File: src/rtl/cnt_pkg.sv
// Shared types and constants for the counter snapshot FIFO.
// SNAPSHOT_WRAP_FLAG_EN adds a per-entry counter-wrap bit to entry_t.
package cnt_pkg;

    localparam int CNT_W         = 4;
    localparam int DEPTH_DEFAULT = 4;

    typedef struct packed {
`ifdef SNAPSHOT_WRAP_FLAG_EN
        logic             wrap;
`endif
        logic [CNT_W-1:0] value;
    } entry_t;

    localparam int ENTRY_W = $bits(entry_t);

`ifdef SNAPSHOT_WRAP_FLAG_EN
    // A wrap is the counter stepping from all-ones to all-zeros between two samples.
    function automatic logic is_wrap(input logic [CNT_W-1:0] prev, input logic [CNT_W-1:0] cur);
        return (prev == {CNT_W{1'b1}}) && (cur == {CNT_W{1'b0}});
    endfunction
`endif

endpackage

File: src/rtl/snapshot_ram.sv
// DEPTH x W register array: one synchronous write port, one asynchronous read port.
// The array is deliberately not reset; validity is tracked by the FIFO pointers.
module snapshot_ram #(
    parameter int DEPTH = 4,
    parameter int W     = 4,
    localparam int AW   = $clog2(DEPTH)
) (
    input  logic          clk,
    input  logic          we,
    input  logic [AW-1:0] waddr,
    input  logic [W-1:0]  wdata,
    input  logic [AW-1:0] raddr,
    output logic [W-1:0]  rdata
);

    logic [W-1:0] mem_r [DEPTH];

    // Write port
    always_ff @(posedge clk) begin
        if (we) begin
            mem_r[waddr] <= wdata;
        end
    end

    assign rdata = mem_r[raddr];

endmodule

File: src/rtl/count_snapshot_fifo.sv
// FIFO of snapshots of an upstream 4-bit counter with sticky overflow flag.
// SNAPSHOT_WRAP_FLAG_EN adds rd_wrap: counter wrapped since the previous accepted push.
module count_snapshot_fifo
    import cnt_pkg::*;
#(
    parameter int DEPTH = DEPTH_DEFAULT
) (
    input  logic                       clk,
    input  logic                       reset,
    input  logic [CNT_W-1:0]           cr_data_input,
    input  logic                       capture,
    input  logic                       rd_ready,
    output logic                       rd_valid,
    output logic [CNT_W-1:0]           rd_data,
`ifdef SNAPSHOT_WRAP_FLAG_EN
    output logic                       rd_wrap,
`endif
    output logic [$clog2(DEPTH+1)-1:0] level,
    output logic                       full,
    output logic                       empty,
    output logic                       overflow
);

    localparam int PTR_W = $clog2(DEPTH);
    localparam int LVL_W = $clog2(DEPTH+1);

    logic [PTR_W-1:0] wr_ptr_r;
    logic [PTR_W-1:0] rd_ptr_r;
    logic [LVL_W-1:0] level_r;
    logic [LVL_W-1:0] level_nxt_s;
    logic             full_r;
    logic             empty_r;
    logic             overflow_r;
    logic             push_s;
    logic             pop_s;
    logic             we_s;
    entry_t           wr_entry_s;
    entry_t           rd_entry_s;

    // Pop only from a non-empty head, so a push into an empty FIFO is never popped the same cycle.
    assign pop_s  = ~empty_r & rd_ready;
    assign push_s = capture & (~full_r | pop_s);
    assign we_s   = push_s & ~reset;

`ifdef SNAPSHOT_WRAP_FLAG_EN
    logic [CNT_W-1:0] prev_r;
    logic             wrap_pend_r;
    logic             wrap_now_s;

    assign wrap_now_s = is_wrap(prev_r, cr_data_input);

    // Wrap tracker: cleared by any accepted push, set by a wrap otherwise.
    always_ff @(posedge clk or posedge reset) begin
        if (reset) begin
            prev_r      <= {CNT_W{1'b0}};
            wrap_pend_r <= 1'b0;
        end else begin
            prev_r <= cr_data_input;
            if (push_s) begin
                wrap_pend_r <= 1'b0;
            end else if (wrap_now_s) begin
                wrap_pend_r <= 1'b1;
            end
        end
    end
`endif

    // Assemble the entry to be written
    always_comb begin
        wr_entry_s       = '0;
        wr_entry_s.value = cr_data_input;
`ifdef SNAPSHOT_WRAP_FLAG_EN
        wr_entry_s.wrap  = wrap_pend_r | wrap_now_s;
`endif
    end

    snapshot_ram #(
        .DEPTH (DEPTH),
        .W     (ENTRY_W)
    ) u_ram (
        .clk   (clk),
        .we    (we_s),
        .waddr (wr_ptr_r),
        .wdata (wr_entry_s),
        .raddr (rd_ptr_r),
        .rdata (rd_entry_s)
    );

    // Next occupancy; simultaneous push and pop leaves it unchanged
    always_comb begin
        level_nxt_s = level_r;
        case ({push_s, pop_s})
            2'b10:   level_nxt_s = level_r + LVL_W'(1);
            2'b01:   level_nxt_s = level_r - LVL_W'(1);
            default: level_nxt_s = level_r;
        endcase
    end

    // Pointers, occupancy and status flags
    always_ff @(posedge clk or posedge reset) begin
        if (reset) begin
            wr_ptr_r   <= {PTR_W{1'b0}};
            rd_ptr_r   <= {PTR_W{1'b0}};
            level_r    <= {LVL_W{1'b0}};
            full_r     <= 1'b0;
            empty_r    <= 1'b1;
            overflow_r <= 1'b0;
        end else begin
            if (push_s) begin
                wr_ptr_r <= wr_ptr_r + PTR_W'(1);
            end
            if (pop_s) begin
                rd_ptr_r <= rd_ptr_r + PTR_W'(1);
            end
            level_r <= level_nxt_s;
            full_r  <= (level_nxt_s == LVL_W'(DEPTH));
            empty_r <= (level_nxt_s == {LVL_W{1'b0}});
            if (capture & ~push_s) begin
                overflow_r <= 1'b1;
            end
        end
    end

    assign rd_valid = ~empty_r;
    assign level    = level_r;
    assign full     = full_r;
    assign empty    = empty_r;
    assign overflow = overflow_r;
    // The array is unreset, so mask the head while empty to keep rd_data at zero in reset.
    assign rd_data  = empty_r ? {CNT_W{1'b0}} : rd_entry_s.value;
`ifdef SNAPSHOT_WRAP_FLAG_EN
    assign rd_wrap  = ~empty_r & rd_entry_s.wrap;
`endif

endmodule

File: config.mk
export PLATFORM = sky130hd
export DESIGN_NAME = count_snapshot_fifo
export DESIGN_NICKNAME = d
export VERILOG_FILES = /design/src/rtl/cnt_pkg.sv /design/src/rtl/snapshot_ram.sv /design/src/rtl/count_snapshot_fifo.sv
export SDC_FILE = /design/constraint.sdc
export NUM_CORES = 1
export LEC_CHECK = 0
export CAP_MARGIN = 10
export CORE_AREA = 5 5 64 66
export CTS_CLUSTER_DIAMETER = 120
export DETAILED_ROUTE_END_ITERATION = 10
export DIE_AREA = 0 0 69 71
export PLACE_DENSITY = 0.65
export SKIP_LAST_GASP = 1
export SLEW_MARGIN = 20
export SYNTH_ARGS = -nofsm -noshare
export SYNTH_HDL_FRONTEND = slang
export SYNTH_HIERARCHICAL = 1
export SYNTH_SLANG_ARGS = --single-unit
File: constraint.sdc
create_clock -name clk -period 2.39 [get_ports clk]
set_input_delay 0.478 -clock clk [delete_from_list [all_inputs] [get_ports clk]]
set_output_delay 0.478 -clock clk [all_outputs]
set_load 0.005 [all_outputs]
======== Word-level counts from Yosys, hierarchy flattened ========
Memories as Yosys holds them, arrays and structs flattened.
Index checks and enable logic that the tools add are counted.
word-level totals
  register bits after elaboration ......... 10
  RAM bits ................................ 16
  input bits .............................. 8
  memories ................................ 1
memories
  name         words  bits a word  rd ports  clocked after Yosys merged registers in  wr ports  RTL line            text
  u_ram.mem_r  4      4            1         0                                        1         snapshot_ram.sv:16  logic [W-1:0] mem_r [DEPTH];
cells by class
  add/subtract/negate cells ............... 4
  equality and inequality tests ........... 3
  multiplexer cells ....................... 4
  bitwise gates (word level) .............. 9
  reduce and logical (&&, ||, !) cells .... 1
operators with widths
  cell                   number
  $pmux W3 S2            1
  $add A2 B1 Y2 const B  2
  $and A1 B1 Y1          4
  $mux W4                1
  $not A1 Y1             4
  $add A3 B1 Y3 const B  1
  $eq A3 B3 Y1 const B   1
  $logic_not A3 Y1       1
  $sub A3 B1 Y3 const B  1
  $eq A2 B1 Y1 const B   1
  $eq A2 B2 Y1 const B   1
  $mux W1                2
  $or A1 B1 Y1           1

======== Depth between registers and ports, before layout ========
Gate-level depths: netlist of the first run.
  word-level depth ........................ 7
  gate-level depth with buffers ........... 9
  depth with buffers taken out ............ 9

======== By module ========
The synthesis of the first run kept the hierarchy.
by module, submodules not included
  module               instances  cells each  area an instance (um2)  sequential area each (um2)
  snapshot_ram         1          24          616.8                   480.5
  count_snapshot_fifo  1          47          520.5                   251.5

======== Least setup slack after synthesis of the first run ========
Ideal clock, no wire load.
  path type ............................... reg-to-reg
  from .................................... reg empty_r, in the netlist empty
  to ...................................... reg full_r, in the netlist full
  arrival ................................. 2.078 ns
  data required time ...................... 2.266 ns
  path slack .............................. 0.188 ns
  cell stages (with the launch flop) ...... 10
  path buffers ............................ 0
  cells stage by stage .................... dfstp_2 -> nand2b_4 -> inv_2 -> o21ai_4 -> ha_1 -> inv_1 -> fa_1 -> and3b_1 -> a32oi_1 -> o21ai_1
between the ends
  cells in the longest elaborated chain, start to end .. 7
  elaborated cells on any way between the ends .. 8
  classes of those cells .................. 3 x eq/ne; 1 x mux; 4 x bitwise
RTL lines
  what                                                 RTL line                    text
  from (decl)                                          count_snapshot_fifo.sv:32   logic empty_r;
  from (signal assigned)                               count_snapshot_fifo.sv:117  empty_r <= (level_nxt_s == {LVL_W{1'b0}});
  $not A1 Y1 (*)                                       count_snapshot_fifo.sv:41   assign pop_s = ~empty_r & rd_ready;
  $and A1 B1 Y1 (*)                                    count_snapshot_fifo.sv:41
  named net pop_s                                      count_snapshot_fifo.sv:35   logic pop_s;
  $or A1 B1 Y1                                         count_snapshot_fifo.sv:42   assign push_s = capture & (~full_r | pop_s);
  $and A1 B1 Y1                                        count_snapshot_fifo.sv:42
  $eq A2 B1 Y1 / $eq A2 B2 Y1 (equally long branches)  count_snapshot_fifo.sv:92   case ({push_s, pop_s})
  $pmux W3 S2 (*)                                      count_snapshot_fifo.sv:92
  $eq A3 B3 Y1 (*)                                     count_snapshot_fifo.sv:116  full_r <= (level_nxt_s == LVL_W'(DEPTH));
  to (signal assigned)                                 count_snapshot_fifo.sv:116
  to (decl)                                            count_snapshot_fifo.sv:31   logic full_r;
Mark *: on every way through the listed nets, which the timed path passes. The rest lies on a longest branch.
A chain may end at the register's enable or synchronous reset.

==> results.yml, run 1 <==
sta:
  finalCriticalPeriod_ps: 2278
  max_slew_margin_pct: 74.70
  setup_violations: 0
  maxSlewViolCount: 0
  fin_skew_ps: 5.336
  fmax_ghz: 0.4389
  hold_viol: 0
  worst_slew_pin_slew_ps: 379.1
  rsz0062_at_grt: "false"
  period_share_pct: 95.33
placement:
  dpl_cell_area_mm2: 0.001430
  place.gp.congestion: 0.8332
  place.detailed.hpwl_um: 1455
  portBuffers: 18
power_and_ir_drop:
  p_leak_nw: 0.6013
  p_sw_share_pct: 28.74
  clockPowerShare_pct: 17.9
  powerDensity_mw_per_mm2: 1099
  total_power_w: 0.001643
  max-vdd-ir-drop_uv: 322.2
  internal_power_w: 0.001171
  p_switching_w: 0.0004721
  comb_power_share_pct: 40.0
  power_frac_seq_pct: 42.2
clocking:
  cts_tree: "built"
  path_clk_slew_ps: 130
  hold_buffers: 0
  clkSinkCount: 26
  clk_latency_ps: 310
  cts_max_level: 1
  clk_path_buf_depth: 2
  numCtsBuffers: 3
  cts-root-buf: "clkbuf_4"
route:
  drtIter0Drc: 12
  first_pass_iters: 2
  wire_per_inst_um: 13.15
  finalWirelength_um: 1986
  vias: 652
  via_per_inst: 4.318
  ant_nets: 0
  route.detailed.drc: 0
logic_synthesis:
  synth.avg_cell_area_um2: 16.02
  synth_edf_count: 16
  ys_types: 24
  synth-seq-cells: 26
  ys_seq_area_share_pct: 64.36
  synthCells: 71
  synthFlopType: "edfxtp_1"
  yosys_warnings: 6
  syn_nets: 81
  netlist_area_mm2: 0.001137
  async_reset_ff_share_pct: 38.46
die:
  ioPinCount: 19
  start_util_pct: 32.28
  die-area_mm2: 0.004899
  fp.coreArea_mm2: 0.003523
  die_h_um: 71
  rows: 22
  die_w_um: 69
setup_path:
  crit_fanout: 3
  worstSetupPathType: "flip-flop to output port"
  crit_end: "rd_data[2]"
  reg2reg_from: "empty"
  worst-path-buf-inv: 1
  reg2reg_setup_slack_ps: 130
  path_delay_family: "multiplexers"
  rr_worst_depth: 9
  start_kind: "flip-flop"
  path_cells: "mux4_2, and2b_1, clkdlybuf4s50_1"
  slowest_stage: "mux4_2"
  cp.required_ps: 1910
  setup.worst_path.end_class: "output port"
  worst_r2r_endpoint: "full"
  max_stage_delay_ps: 480
  crit_cells: 3
  startpoint: "rd_ptr_r[0]"
  arrival_ps: 1800
layout:
  drive_gt1_share_pct: 23.30
  num_antenna_cells: 0
  most-common-layout-cells: "edfxtp_1, clkdlybuf4s50_1, buf_4"
  fill_cells: 364
  stdcell_area_mm2: 0.001495
  fin_util_pct: 42.44
  syn_to_final_growth_pct: 31.46
  final_common_cell: "edfxtp_1"
  fin_nets: 114
worst_hold_path:
  worstHoldPathType: "primary input to async pin"
global_routing:
  grt_usage_pct: 8.619
  antenna_found_initial: 0
  grt_pass1_wl_um: 3339
  grt_overflow: 0
  grt_pass1_vias: 697
  grt_start_max_net_pins: 16
run_status:
  outcome: "complete, no violations"
flow_run:
  drv_cap: 0
[synth_stat cells (2+ instances only)]
cell type,count,area (um2)
and2b_1,4,30.03
nand3_1,2,10.01
dfrtp_1,9,225.2
xnor2_1,6,52.55
edfxtp_1,16,480.5
inv_1,7,26.28
and3b_1,3,26.28
o21ai_1,2,10.01
xor2_1,2,17.52
nand2_1,2,7.510
nor2_1,2,7.510
mux4_1,4,105.1
[worst min-delay path by stage]
stage,startpoint,endpoint
3_3_place_gp,overflow,overflow
2_1_floorplan,reset,full
4_1_cts,reset,wr_ptr_r[0]
3_5_place_dp,level[2],empty
5_1_grt,reset,wr_ptr_r[1]
6_report,reset,wr_ptr_r[1]
[worst reg2reg max path, stage by stage (launching register included)]
cell and delay, ps:
dfstp_2 620, nand2b_4 150, inv_2 50, o21ai_4 130, ha_1 190, inv_1 60
fa_1 460, and3b_1 190, a32oi_1 210, o21ai_1 80
[registers in the layout, indices dropped and copies added (netlist names)]
register and cells:
overflow 1, full 1, rd_ptr_r 2, wr_ptr_r 2, empty 1, u_ram/mem_r 16, level 3
[power by group through the flow]
stage / Sequential (W) / Clock [W] / Combinational, W
2_1_floorplan: 0.000682 / 0 / 0.000341
3_3_place_gp: 0.000707 / 0 / 0.000597
5_1_grt: 0.000713 / 0.000319 / 0.000717
6_report: 0.000693 / 0.000294 / 0.000656
4_1_cts: 0.000705 / 0.000301 / 0.000641
3_5_place_dp: 0.000715 / 0 / 0.000615
[metrics by stage]
| step | cells | hold WS, ps | TNS [ps] | setup WS (ps) |
|---|---|---|---|---|
| after floorplan | 71 | 317.5 | 0 | 187.9 |
| after CTS | 149 | 455.1 | 0 | 13.61 |
| after global placement | 144 | 472.9 | -135.4 | -69.00 |
| after global routing | 151 | 481.0 | 0 | 10.94 |
| final | 151 | 450.2 | 0 | 111.6 |
| after detailed placement | 144 | 475.5 | -250.8 | -130.8 |
[cells by family after synthesis]
kind of cell	after synthesis	share of synthesized area [%]
XOR/XNOR	8	6.161
AND/OR/NAND/NOR	16	9.572
AO/OA/AOI/OAI	6	4.291
flip-flops	26	64.36
multiplexers	5	10.12
adder cells (fa/ha/maj)	2	2.860
buffers and inverters	8	2.640
[layer usage]
layer / routed length (um) / track usage [%]
met1: 847 / 10.52
met2: 1078 / 15.15
met3: 27 / 0.7102
met4: 32 / 4.555
met5: 0 / 0
[timing repair]
action,in CTS,in global routing
resized for setup,6,2
hold endpoints to repair,0,0
setup endpoints to repair,4,4
buffers inserted,1,2
cloned,0,0
[area by class of cell]
| type | count | area, um2 | share of cell area (%) |
|---|---|---|---|
| timing repair buffer | 28 | 259.0 | 17.32 |
| clock inverter | 1 | 30.03 | 2.008 |
| tap | 48 | 60.06 | 4.017 |
| clock buffer | 3 | 22.52 | 1.506 |
| sequential | 26 | 733.2 | 49.04 |
| inverter | 8 | 30.03 | 2.008 |
| multi-input combinational | 37 | 360.3 | 24.10 |
(Power assumes the default switching activity.)
==> run 2, diff against run 1 <==
PLACE_DENSITY = 0.58   (was 0.65)
==> run 2 against run 1 <==
Clock power is 36% lower. Largest cell class unchanged. Combinational power is 1% lower. Non-clock buffer count is 1 higher. Critical endpoint is now rd_data[0].
==> results.yml, run 2 (synthesized netlist as in run 1, its figures left out) <==
placement:
  portBuffers: 18
  place.gp.congestion: 0.6970
  place.detailed.hpwl_um: 1409
sta:
  max_slew_margin_pct: 74.40
  finalHoldWorstSlack_ps: 451.0
  fin_skew_ps: 5.983
  finalCriticalPeriod_ps: 2335
  fmax_ghz: 0.4283
  tns_ps: 0
  maxSlewViolCount: 0
  setup_violations: 0
  period_share_pct: 97.69
  worst_slew_pin_slew_ps: 383.5
  hold_viol: 0
clocking:
  numCtsBuffers: 3
  cts_max_level: 1
  clk_latency_ps: 320
  cts_tree: "built"
  clk_path_buf_depth: 2
  hold_buffers: 0
  path_clk_slew_ps: 130
  cts-root-buf: "clkbuf_4"
  clkSinkCount: 26
global_routing:
  grt_usage_pct: 8.076
  grt_overflow: 0
  grt_start_max_net_pins: 15
  grt_pass1_vias: 646
  antenna_found_initial: 0
  grt_pass1_wl_um: 3111
power_and_ir_drop:
  powerDensity_mw_per_mm2: 1030
  p_leak_nw: 0.5982
  max-vdd-ir-drop_uv: 446.1
setup_path:
  worstSetupPathType: "flip-flop to output port"
  slowest_stage: "mux4_2"
  reg2reg_setup_slack_ps: 230
  worst-path-buf-inv: 1
  arrival_ps: 1860
  cp.required_ps: 1910
  rr_worst_depth: 9
  start_kind: "flip-flop"
  worst_r2r_endpoint: "full"
  max_stage_delay_ps: 500
  path_cells: "mux4_2, and2b_1, clkdlybuf4s50_1"
  setup.worst_path.end_class: "output port"
  reg2reg_from: "empty"
  path_delay_family: "multiplexers"
  crit_fanout: 5
layout:
  top_register: "u_ram/mem_r"
  syn_to_final_growth_pct: 30.14
  drive_gt1_share_pct: 22.12
  largest_reg_flops: 16
  most-common-layout-cells: "edfxtp_1, clkdlybuf4s50_1, buf_4"
  fin_nets: 115
  num_antenna_cells: 0
  final_common_cell: "edfxtp_1"
worst_hold_path:
  worstHoldPathType: "primary input to async pin"
flow_run:
  drv_cap: 0
route:
  route.detailed.drc: 0
  via_per_inst: 4.355
  first_pass_iters: 2
  drtIter0Drc: 5
  finalWirelength_um: 1892
  wire_per_inst_um: 12.45
  ant_nets: 0
  vias: 662
die:
  fp.coreArea_mm2: 0.003523
  ioPinCount: 19
  rows: 22
  die_h_um: 71
  start_util_pct: 32.28
  die-area_mm2: 0.004899
  die_w_um: 69
run_status:
  outcome: "complete, no violations"
[run 2: cell count changes in the layout (fill, tap and decap cells not counted), sizes merged]
| cell | change |
|---|---|
| buf | +1 |
| clkinv | +1 |
| bufinv | -1 |
[run 2: worst reg2reg max path, cell delays in order (launching register included)]
cell and delay (ps):
dfstp_2 550, nand2b_4 120, inv_2 60, o21ai_4 120, ha_1 180, inv_1 60
fa_1 470, and3b_1 190, a32oi_1 220, o21ai_1 90
[run 2: repair_timing]
item                                    CTS  global route
endpoints found under the setup margin    4             3
resized for setup                         2             5
setup buffers                             1             2
[run 2: worst max-delay path by stage]
stage / start / cells past startpoint / endpoint
6_report: rd_ptr_r[0] / 3 / rd_data[0]
5_1_grt: rd_ptr_r[0] / 3 / rd_data[0]
2_1_floorplan: empty / 9 / full
4_1_cts: rd_ptr_r[0] / 3 / rd_data[3]
3_5_place_dp: rd_ready / 10 / full
3_3_place_gp: rd_ready / 10 / full
[run 2: cell type report]
cell class	count	area, um2
fillers	359	2043
flip-flops and latches	26	733.2
multi-input cells	37	364.1
repair buffers	29	266.5
well taps	48	60.06
inverters	8	30.03
clock buffers	3	22.52
clock inverters	1	3.754
[run 2: metrics by stage]
stage          area (um2)  setup WS (ps)  instances  total power (W)  utilization, %
5_1_grt              1480         -5.423        152         0.001622           42.01
2_1_floorplan        1137          187.9         71         0.001023               -
3_3_place_gp         1438         -102.6        145         0.001310           40.80
6_report             1480          55.31        152         0.001524           42.01
3_5_place_dp         1438         -134.5        145         0.001323           40.80
4_1_cts              1471         -37.56        150         0.001518           41.76
[run 2: power breakdown]
part / internal (W) / leakage (nW) / switching (W)
clock network: 0.0000612 / 0.0154 / 0.000126
logic: 0.000412 / 0.323 / 0.000236
registers: 0.000591 / 0.260 / 0.0000981
total: 0.00106 / 0.598 / 0.000460
[run 2: per-layer routing]
layer / up-vias / GRT usage, % / part of all wire, %
met5: - / 0 / 0
met4: 0 / 5.206 / 2.4
met3: 4 / 0.7102 / 2.3
met2: 12 / 14.19 / 50
met1: 326 / 9.439 / 45
li1: 320 / - / -
